$ cat config.mk
export PLATFORM = sky130hd
export DESIGN_NAME = range_scan_flat
export DESIGN_NICKNAME = d
export VERILOG_FILES = /design/src/rtl/range_pkg.sv /design/src/rtl/range_scan_if.sv /design/src/rtl/range_max_tracker.sv /design/src/rtl/range_scan.sv /design/src/flat_wrapper.sv
export SDC_FILE = /design/constraint.sdc
export NUM_CORES = 1
export LEC_CHECK = 0
export ABC_AREA = 1
export CELL_PAD_IN_SITES_DETAIL_PLACEMENT = 0
export CELL_PAD_IN_SITES_GLOBAL_PLACEMENT = 1
export CORE_UTILIZATION = 30
export CTS_BUF_LIST = sky130_fd_sc_hd__clkbuf_4
export CTS_CLUSTER_DIAMETER = 120
export CTS_CLUSTER_SIZE = 14
export DETAILED_ROUTE_END_ITERATION = 12
export PLACE_DENSITY_LB_ADDON = 0.1
export SETUP_SLACK_MARGIN = 0.3
export SYNTH_ARGS = -nofsm -noshare
export SYNTH_HDL_FRONTEND = slang
export SYNTH_SLANG_ARGS = --single-unit
$ cat constraint.sdc
create_clock -name clk -period 1.9 [get_ports clk]
set_input_delay 0.285 -clock clk [delete_from_list [all_inputs] [get_ports clk]]
set_output_delay 0.285 -clock clk [all_outputs]
set_load 0.005 [all_outputs]
$ cat src/rtl/range_pkg.sv
// Shared types and widths for the range_scan host reader.
// No logic; constants only.
// No flow control; constants only.
package range_pkg;

    localparam int COUNT_BITS = 16;
    localparam int N_BITS     = 32;

    typedef enum logic [2:0] {
        ST_IDLE   = 3'd0,
        ST_LAUNCH = 3'd1,
        ST_WAIT   = 3'd2,
        ST_READ   = 3'd3,
        ST_DRAIN  = 3'd4,
        ST_FIN    = 3'd5
    } range_scan_state_t;

endpackage

$ cat src/rtl/range_scan_if.sv
// Initiator-side link between range_scan and the range engine.
// Combinational wires only; no latency of its own.
// No backpressure: range answers fills with a done pulse and reads with fixed 1-cycle latency.
interface range_scan_if;
    import range_pkg::*;

    logic                  r_go;
    logic [N_BITS-1:0]     r_start;
    logic                  r_done;
    logic [COUNT_BITS-1:0] r_count;

    modport master (output r_go, output r_start, input r_done, input r_count);
    modport slave  (input r_go, input r_start, output r_done, output r_count);

endinterface

$ cat src/rtl/range_max_tracker.sv
// Running maximum (lowest index wins ties) over a stream of indexed counts; optional total.
// Result visible the cycle after the last valid sample.
// No backpressure: accepts one sample per cycle whenever i_vld is high.
// Optional total output enabled by RANGE_SCAN_SUM_EN.
module range_max_tracker
    import range_pkg::*;
#(
    parameter int RAM_ADDR_BITS = 4
) (
    input  logic                     clk,
    input  logic                     rst_n,
    input  logic                     i_clear,
    input  logic                     i_vld,
    input  logic [RAM_ADDR_BITS-1:0] i_idx,
    input  logic [COUNT_BITS-1:0]    i_count,
`ifdef RANGE_SCAN_SUM_EN
    output logic [COUNT_BITS+RAM_ADDR_BITS-1:0] o_sum,
`endif
    output logic [COUNT_BITS-1:0]    o_max_count,
    output logic [RAM_ADDR_BITS-1:0] o_max_idx
);

    logic [COUNT_BITS-1:0]    r_max;
    logic [RAM_ADDR_BITS-1:0] r_idx;

    // Strict compare: samples arrive in increasing index order, so an equal later value never displaces the first.
    always_ff @(posedge clk or negedge rst_n) begin
        if (!rst_n) begin
            r_max <= '0;
            r_idx <= '0;
        end else if (i_clear) begin
            r_max <= '0;
            r_idx <= '0;
        end else if (i_vld && (i_count > r_max)) begin
            r_max <= i_count;
            r_idx <= i_idx;
        end
    end

    assign o_max_count = r_max;
    assign o_max_idx   = r_idx;

`ifdef RANGE_SCAN_SUM_EN
    logic [COUNT_BITS+RAM_ADDR_BITS-1:0] r_sum;

    // Width leaves RAM_ADDR_BITS of headroom, enough for 2**RAM_ADDR_BITS full-scale counts.
    always_ff @(posedge clk or negedge rst_n) begin
        if (!rst_n) begin
            r_sum <= '0;
        end else if (i_clear) begin
            r_sum <= '0;
        end else if (i_vld) begin
            r_sum <= r_sum + (COUNT_BITS+RAM_ADDR_BITS)'(i_count);
        end
    end

    assign o_sum = r_sum;
`endif

endmodule

$ cat src/rtl/range_scan.sv
// Launches one range fill from base, reads back all counts, reports max count/index/start number.
// go to done: 1 + 1 + fill time + RAM_WORDS + 1 + 1 cycles.
// No backpressure: go is only honoured in IDLE; range is expected to keep pace (done pulse, 1-cycle reads).
// Optional RANGE_SCAN_SUM_EN adds the sum output (total of all counts).
module range_scan
    import range_pkg::*;
#(
    parameter int RAM_WORDS     = 16,
    parameter int RAM_ADDR_BITS = 4
) (
    input  logic                     clk,
    input  logic                     rst_n,
    input  logic                     go,
    input  logic [N_BITS-1:0]        base,
    output logic                     busy,
    output logic                     done,
    output logic [COUNT_BITS-1:0]    max_count,
    output logic [RAM_ADDR_BITS-1:0] max_idx,
    output logic [N_BITS-1:0]        max_n,
`ifdef RANGE_SCAN_SUM_EN
    output logic [COUNT_BITS+RAM_ADDR_BITS-1:0] sum,
`endif
    range_scan_if.master             rif
);

    localparam logic [2:0] S_IDLE   = ST_IDLE;
    localparam logic [2:0] S_LAUNCH = ST_LAUNCH;
    localparam logic [2:0] S_WAIT   = ST_WAIT;
    localparam logic [2:0] S_READ   = ST_READ;
    localparam logic [2:0] S_DRAIN  = ST_DRAIN;
    localparam logic [2:0] S_FIN    = ST_FIN;

    localparam logic [RAM_ADDR_BITS-1:0] LAST_IDX = RAM_ADDR_BITS'(RAM_WORDS - 1);

    logic [2:0]               r_state;
    logic [N_BITS-1:0]        r_base;
    logic [RAM_ADDR_BITS-1:0] r_idx;
    logic                     r_pend;
    logic [RAM_ADDR_BITS-1:0] r_pend_idx;
    logic                     r_rgo;
    logic [N_BITS-1:0]        r_rstart;
    logic                     r_busy;
    logic                     r_done;
    logic [COUNT_BITS-1:0]    r_max_count;
    logic [RAM_ADDR_BITS-1:0] r_max_idx;
    logic [N_BITS-1:0]        r_max_n;

    logic [COUNT_BITS-1:0]    w_trk_max;
    logic [RAM_ADDR_BITS-1:0] w_trk_idx;
    logic                     w_clear;

`ifdef RANGE_SCAN_SUM_EN
    logic [COUNT_BITS+RAM_ADDR_BITS-1:0] w_trk_sum;
    logic [COUNT_BITS+RAM_ADDR_BITS-1:0] r_sum;
`endif

    // Accumulators restart while the engine is being launched; published results are untouched.
    assign w_clear = (r_state == S_LAUNCH);

    range_max_tracker #(
        .RAM_ADDR_BITS (RAM_ADDR_BITS)
    ) u_trk (
        .clk         (clk),
        .rst_n       (rst_n),
        .i_clear     (w_clear),
        .i_vld       (r_pend),
        .i_idx       (r_pend_idx),
        .i_count     (rif.r_count),
`ifdef RANGE_SCAN_SUM_EN
        .o_sum       (w_trk_sum),
`endif
        .o_max_count (w_trk_max),
        .o_max_idx   (w_trk_idx)
    );

    // Scan FSM: r_pend marks that the word addressed last cycle is on r_count now.
    always_ff @(posedge clk or negedge rst_n) begin
        if (!rst_n) begin
            r_state     <= S_IDLE;
            r_base      <= '0;
            r_idx       <= '0;
            r_pend      <= 1'b0;
            r_pend_idx  <= '0;
            r_rgo       <= 1'b0;
            r_rstart    <= '0;
            r_busy      <= 1'b0;
            r_done      <= 1'b0;
            r_max_count <= '0;
            r_max_idx   <= '0;
            r_max_n     <= '0;
`ifdef RANGE_SCAN_SUM_EN
            r_sum       <= '0;
`endif
        end else begin
            r_rgo  <= 1'b0;
            r_done <= 1'b0;
            r_pend <= 1'b0;
            case (r_state)
                S_IDLE: begin
                    if (go) begin
                        r_base   <= base;
                        r_busy   <= 1'b1;
                        r_rgo    <= 1'b1;
                        r_rstart <= base;
                        r_state  <= S_LAUNCH;
                    end
                end
                S_LAUNCH: begin
                    r_state <= S_WAIT;
                end
                S_WAIT: begin
                    if (rif.r_done) begin
                        r_idx    <= '0;
                        r_rstart <= '0;
                        r_state  <= S_READ;
                    end
                end
                S_READ: begin
                    r_pend     <= 1'b1;
                    r_pend_idx <= r_idx;
                    if (r_idx == LAST_IDX) begin
                        r_state <= S_DRAIN;
                    end else begin
                        r_idx    <= r_idx + RAM_ADDR_BITS'(1);
                        r_rstart <= N_BITS'(r_idx) + N_BITS'(1);
                    end
                end
                S_DRAIN: begin
                    r_state <= S_FIN;
                end
                S_FIN: begin
                    r_max_count <= w_trk_max;
                    r_max_idx   <= w_trk_idx;
                    r_max_n     <= r_base + N_BITS'(w_trk_idx);
`ifdef RANGE_SCAN_SUM_EN
                    r_sum       <= w_trk_sum;
`endif
                    r_done      <= 1'b1;
                    r_busy      <= 1'b0;
                    r_state     <= S_IDLE;
                end
                default: begin
                    r_state <= S_IDLE;
                end
            endcase
        end
    end

    assign busy        = r_busy;
    assign done        = r_done;
    assign max_count   = r_max_count;
    assign max_idx     = r_max_idx;
    assign max_n       = r_max_n;
    assign rif.r_go    = r_rgo;
    assign rif.r_start = r_rstart;
`ifdef RANGE_SCAN_SUM_EN
    assign sum         = r_sum;
`endif

endmodule

$ cat src/flat_wrapper.sv
// flat-port wrapper written by rule: the top's interface ports become plain ports
module range_scan_flat import range_pkg::*;
#(
    parameter int RAM_WORDS     = 16,
    parameter int RAM_ADDR_BITS = 4
)
  (clk, rst_n, go, base, busy, done, max_count, max_idx, max_n, rif_r_go, rif_r_start, rif_r_done, rif_r_count);
  range_scan_if rif_i ();
  input  logic clk;
  input  logic rst_n;
  input  logic go;
  input  logic [N_BITS-1:0] base;
  output logic busy;
  output logic done;
  output logic [COUNT_BITS-1:0] max_count;
  output logic [RAM_ADDR_BITS-1:0] max_idx;
  output logic [N_BITS-1:0] max_n;
  output wire logic [$bits(rif_i.r_go)-1:0] rif_r_go;
  output wire logic [$bits(rif_i.r_start)-1:0] rif_r_start;
  input wire logic [$bits(rif_i.r_done)-1:0] rif_r_done;
  input wire logic [$bits(rif_i.r_count)-1:0] rif_r_count;
  assign rif_r_go = rif_i.r_go;
  assign rif_r_start = rif_i.r_start;
  assign rif_i.r_done = rif_r_done;
  assign rif_i.r_count = rif_r_count;
  range_scan #(.RAM_WORDS(RAM_WORDS), .RAM_ADDR_BITS(RAM_ADDR_BITS)) u_core (.clk(clk), .rst_n(rst_n), .go(go), .base(base), .busy(busy), .done(done), .max_count(max_count), .max_idx(max_idx), .max_n(max_n), .rif(rif_i));
endmodule
After elaboration in Yosys (flattened, before gate mapping)
Index checks and enable logic that the tools add are counted.
{"block": "op_classes", "add_sub_neg": 3, "n_lt_le_gt_ge": 1, "eq_ne": 10, "n_mux": 21, "n_reduce_logical": 11}
{"cell": "two-way mux 32 bit", "count": 3}
{"cell": "case mux 32 bit (3 select lines)", "count": 1}
{"cell": "adder 32 x 4 -> 32 bit", "count": 1}
{"cell": "two-way mux 16 bit", "count": 2}
{"cell": "greater-than comparator 16 bit", "count": 1}
{"cell": "two-way mux 4 bit", "count": 4}
{"cell": "case mux 3 bit (5 select lines)", "count": 1}
{"cell": "two-way mux 3 bit", "count": 3}
{"cell": "case mux 4 bit (2 select lines)", "count": 1}
{"cell": "equality test 3 x 2 -> 1 bit, second input constant", "count": 2}
{"cell": "equality test 3 bit, second input constant", "count": 2}
{"cell": "inequality test 2 bit, second input constant", "count": 3}
{"cell": "AND reduction 3 bit", "count": 2}
{"cell": "nonzero test 2 bit", "count": 3}
{"cell": "adder 4 x 1 -> 5 bit, second input constant", "count": 1}
{"cell": "two-way mux 1 bit", "count": 5}
{"cell": "adder 4 x 1 -> 4 bit, second input constant", "count": 1}
{"cell": "equality test 4 bit, second input constant", "count": 1}
{"cell": "AND reduction 2 bit", "count": 2}
{"cell": "AND reduction 4 bit", "count": 1}
{"cell": "equality test 3 x 1 -> 1 bit, second input constant", "count": 1}
{"cell": "zero test 3 bit", "count": 1}
{"cell": "nonzero test 3 bit", "count": 1}
{"cell": "inequality test 2 x 1 -> 1 bit, second input constant", "count": 1}
{"cell": "2 further kinds", "count": 2}
{"block": "totals", "register_bits": 151, "inputBits": 52, "output_inout_bits": 87, "word_cells": 60}

Logic depth before layout (Yosys ltp)
{"block": "depth", "depth_word": 4, "ltp_mapped": 12, "depth_no_buf": 12}

Modules after synthesis
Synthesis repeated with hierarchy kept, for this count alone.
{"block": "unflattened", "hier_cells": 904, "area_unflattened_um2": 7294.5}
{"mod": "range_scan", "instances": 1, "cells_per_inst": 740, "area_per_inst_um2": 5994.5, "seq_area_each_um2": 3278.1}
{"mod": "range_max_tracker", "instances": 1, "cells_per_inst": 164, "area_per_inst_um2": 1300.0, "seq_area_each_um2": 500.5}

Worst setup path after synthesis
OpenSTA, ideal clock, no wires.
{"block": "synth_timing", "path_type": "register -> register", "startpoint": "reg u_core.u_trk.r_idx[0] (netlist: u_core.u_trk.o_max_idx[0])", "endpoint": "reg u_core.r_max_n[8] (netlist: u_core.max_n[8])", "setup_ns": 0.117, "arrival_ns": 1.541, "required_ns": 1.783, "path_slack_ns": 0.243, "path_stages_with_launch": 10, "n_path_buf": 0, "period_less_slack_ns": 1.657, "path_cell_list": "dfrtp_1 ha_1 fa_1 inv_1 o21ai_2 nand2_4 nor2_4 xor2_1 nand2_1 nand2_1"}
{"block": "synth_between", "elab_chain_len": 1}
{"element": "start: declaration", "line_no": "range_max_tracker.sv:24", "rtl": "logic [RAM_ADDR_BITS-1:0] r_idx;"}
{"element": "start signal: assignment", "line_no": "range_max_tracker.sv:36", "rtl": "r_idx <= i_idx;"}
{"element": "adder 32 x 4 -> 32 bit", "line_no": "range_scan.sv:134", "rtl": "r_max_n <= r_base + N_BITS'(w_trk_idx);"}
{"element": "end signal: assignment", "line_no": "range_scan.sv:134"}
{"element": "end: declaration", "line_no": "range_scan.sv:46", "rtl": "logic [N_BITS-1:0] r_max_n;"}
Every way passes these cells.
A chain may end at the register's enable or synchronous reset.

Final worst setup path
{"block": "layout_timing", "startpoint": "reg u_core.r_base[0]", "endpoint": "reg u_core.r_max_n[22] (netlist: u_core.max_n[22])"}
{"block": "layout_between", "elab_chain_len": 1}
{"element": "start: declaration", "line_no": "range_scan.sv:36", "rtl": "logic [N_BITS-1:0] r_base;"}
{"element": "start signal: assignment", "line_no": "range_scan.sv:101", "rtl": "r_base <= base;"}
{"element": "adder 32 x 4 -> 32 bit", "line_no": "range_scan.sv:134"}
Every way passes these cells.

==> summary.txt <==
CTS
  – Max H-tree Level: 4
  – Clock latency on the worst-skew pair: 0.56 ns
  – CTS root buffer: clkbuf_4
  – Max Root-Sink Buffers: 2
  – CTS tree: built
  – CTS Sinks: 151
  – Worst-path clk slew: 0.14 ns
  – Num CTS Buffers: 17

Synthesis
  – Syn Nets: 950
  – Post-synth ARST share: 1.00
  – Mapped Area: 7210 µm²
  – Post-synthesis cell count: 876
  – Register bit count reported by yosys: 151
  – Syn_area_per_cell: 8.23 µm²
  – Prevailing post-synth register cell: dfrtp_1
  – Post-synth EDFFs: 0
  – Yosys warns: 0
  – Seq/Total Area, Yosys: 0.524
  – Count of cell types in the netlist: 34

Placed design
  – Gpl congestion: 0.788
  – Post-Place Setup Slack: -0.317 ns
  – Post-DP Area: 9290 µm²
  – Dpl hpwl: 15,400 µm
  – IO Port Bufs: 138

Die
  – Core ar.: 23,500 µm²
  – Die Area: 24,700 µm²
  – Initial Util: 0.306
  – IO Count: 139
  – Row count: 56
  – Die height: 157 µm
  – Die Span X: 157 µm

Power and ir drop
  – Sw power: 4.99 mW
  – Switching share of power: 0.386
  – Seq pwr share: 0.364
  – Power Internal: 7.92 mW
  – Design Power: 12.9 mW
  – Clk pwr share: 0.199
  – VDD IR max: 0.585 mV
  – Leakage: 5.59 nW
  – Combinational share of power: 0.437
  – Pwr/cell area: 1180 nW/µm²

Run
  – Max cap viols: 0

Cells and area
  – Nets@finish: 1,206
  – Fin area: 11,000 µm²
  – Layout cells sized above 1: 0.286
  – Area grow syn2layout: 52.3%
  – Fillers: 2,409
  – Final core occ: 0.466

Routing
  – DR DRC count: 0
  – Drt wl/cell: 15.2 µm
  – Final WL: 22,300 µm
  – Antenna-violating nets left: 0
  – DR iter-0 viols: 340
  – TritonRoute pass-1 iters: 5
  – Routed via count: 6,494
  – Via/cell ratio: 4.43

STA
  – Final Hold Vio Count: 0
  – Count of final setup violators: 0
  – Rel. slew slack: 0.632
  – Final worst setup slack: 0.0949 ns
  – Worst hold slack: 0.139 ns
  – Fmax: 554 MHz
  – Tmin final: 1.81 ns
  – Unrepaired setup endpoints after global routing: yes
  – Slew @ Worst Pin: 0.552 ns
  – Final Cycle Share: 0.950
  – Skew final: 0.0240 ns
  – Final Max Slew Viols: 0

Setup path
  – Worst path arrival time: 2.27 ns
  – WS Path Type: reg -> reg
  – Critical path's most frequent cell: nand2_1
  – Worst Path Required: 2.37 ns
  – Crit-path leading delay family: adder cells
  – CP max stage delay: 0.42 ns
  – CP endpoint kind: register
  – Crit-path slowest cell: dfrtp_1
  – Worst setup SP type: register
  – Buffers & Inverters on Critical Path: 3
  – CP cell instances: ha_2 -> fa_2 -> inv_2 -> o21ai_4 -> nand2_4 -> buf_4 -> inv_1 -> nand3_1 -> nand2_1 -> nand2_1 -> nand2_1
  – Max FO, Critical Path: 6

Global routing
  – Initial antenna violation count: 1
  – Global routing usage summed across all routing layers: 0.185
  – Total grt overflow: 0
  – Met2 GRT Util: 0.258
  – Largest net degree at the start of global routing: 55
  – Met3 usage: 0.0441
  – M1 GR Usage: 0.284
  – First-pass GRT wire length: 34,900 µm
  – Number of global-route vias before repair: 6,424
  – Layer with the highest usage: met1

Outcome
  – Status: finished clean

Worst hold path
  – Worst hold-check path type: in -> async
-- layout make-up --
| cell class | instances | area (µm²) | share of cell area |
|---|---|---|---|
| flip-flops and latches | 151 | 3780 | 0.344 |
| repair buffers | 266 | 2530 | 0.231 |
| multi-input cells | 616 | 3580 | 0.326 |
| clock buffers | 20 | 150 | 0.0137 |
| inverters | 80 | 308 | 0.0280 |
| clock inverters | 12 | 223 | 0.0203 |
| diodes | 1 | 2.50 | 0.000228 |
| well taps | 319 | 399 | 0.0363 |
-- power by group through the flow --
stage | Sequential (mW) | Combinational (mW) | Clock [mW]
floorplan | 4.51 | 2.44 | 0
global placement | 4.69 | 3.98 | 0
detailed placement | 4.66 | 3.99 | 0
CTS | 4.63 | 4.42 | 2.67
global route | 4.82 | 6.24 | 2.81
finish | 4.70 | 5.64 | 2.57
-- per-stage QoR --
| stage | TNS [ns] | instances |
|---|---|---|
| final | 0 | 1465 |
| after global routing | -0.0498 | 1465 |
| after CTS | 0 | 1429 |
| after detailed placement | -6.04 | 1356 |
| after global placement | -4.99 | 1356 |
| after floorplan | 0 | 876 |
-- cell usage after synthesis, types with 2 or more instances --
cell      number  share of area
nand2_1      349           0.18
dfrtp_1      151           0.52
inv_1         74          0.039
nand3_1       52          0.036
nor2_1        47          0.024
o21ai_0       47          0.033
nand4_1       24          0.021
o21ai_1       22          0.015
ha_1          21          0.036
buf_2         11         0.0076
a21oi_1        9         0.0062
buf_6          8          0.012
xor2_1         8         0.0097
clkbuf_1       7         0.0036
nand2_2        6         0.0052
inv_2          5         0.0026
nor2_4         4         0.0062
o21a_1         4         0.0042
buf_4          3         0.0031
nor2_2         3         0.0026
nor3_1         3         0.0021
o21ai_2        3         0.0036
nand2_4        2         0.0031
nand3_2        2         0.0028
o21bai_1       2         0.0021
-- routing by layer --
layer  part of all wire  routed length (µm)
met1               0.53               11700
met3              0.055                1230
met5                  0                   0
met4             0.0089                 198
met2               0.41                9080
-- sequential cells by signal, summed over array words and instances, names as in the netlist --
register                  count
u_core.max_n                 32
u_core.r_base                32
u_core.rif.r_start           32
u_core.max_count             16
u_core.u_trk.o_max_count     16
u_core.max_idx                4
u_core.r_idx                  4
u_core.r_pend_idx             4
u_core.u_trk.o_max_idx        4
u_core.r_state                3
u_core.busy                   1
u_core.done                   1
u_core.r_pend                 1
u_core.rif.r_go               1
-- cell usage in the layout (no fill, tap or decap), drive strengths merged, types with 2 or more instances in the layout --
cell           netlist  layout
nand2              357     357
dfrtp              151     151
buf                 22     125
inv                 79      82
o21ai               72      72
clkdlybuf4s15        0      64
nor2                54      54
nand3               54      54
clkdlybuf4s50        0      50
clkbuf               7      27
nand4               25      25
ha                  21      21
dlygate4sd2          0      19
a21oi                9       9
xor2                 8       8
bufinv               0       6
o21a                 4       4
nor3                 4       4
clkinv               1       3
o21bai               2       2
or2                  2       2
-- final timing paths --
path                       cells after the start              start  slack (ns)                      to
max                                           11   u_core.r_base[0]        0.09        u_core.max_n[22]
min                                            2              rst_n        0.14     u_core.max_count[6]
max reg2reg                                   11   u_core.r_base[0]        0.09        u_core.max_n[22]
min reg2reg                                    2  u_core.max_idx[3]        0.48       u_core.max_idx[3]
max in group asynchronous                      3              rst_n        1.13       u_core.r_base[17]
min in group clk                               3           base[26]        0.29  u_core.rif.r_start[26]
-- cell families (layout without fill, tap and decap cells) --
family | after synthesis | count (layout) | share of synthesized area
xor+xnor | 9 | 9 | 0.0109
compound gates | 89 | 89 | 0.0661
buf+inv | 109 | 378 | 0.0687
simple gates | 496 | 496 | 0.291
fa+ha+maj | 22 | 22 | 0.0392
other cells | 0 | 1 | 0
flops | 151 | 151 | 0.524
-- what timing repair did --
item                                    in CTS  in global routing
resized for setup                          164                182
cloned                                       0                  4
endpoints found under the setup margin     149                168
hold buffers                                 1                  0
pin swaps                                   41                 42
hold endpoints to repair                   151                  0
buffers inserted                            40                 31
(Power assumes the default switching activity.)
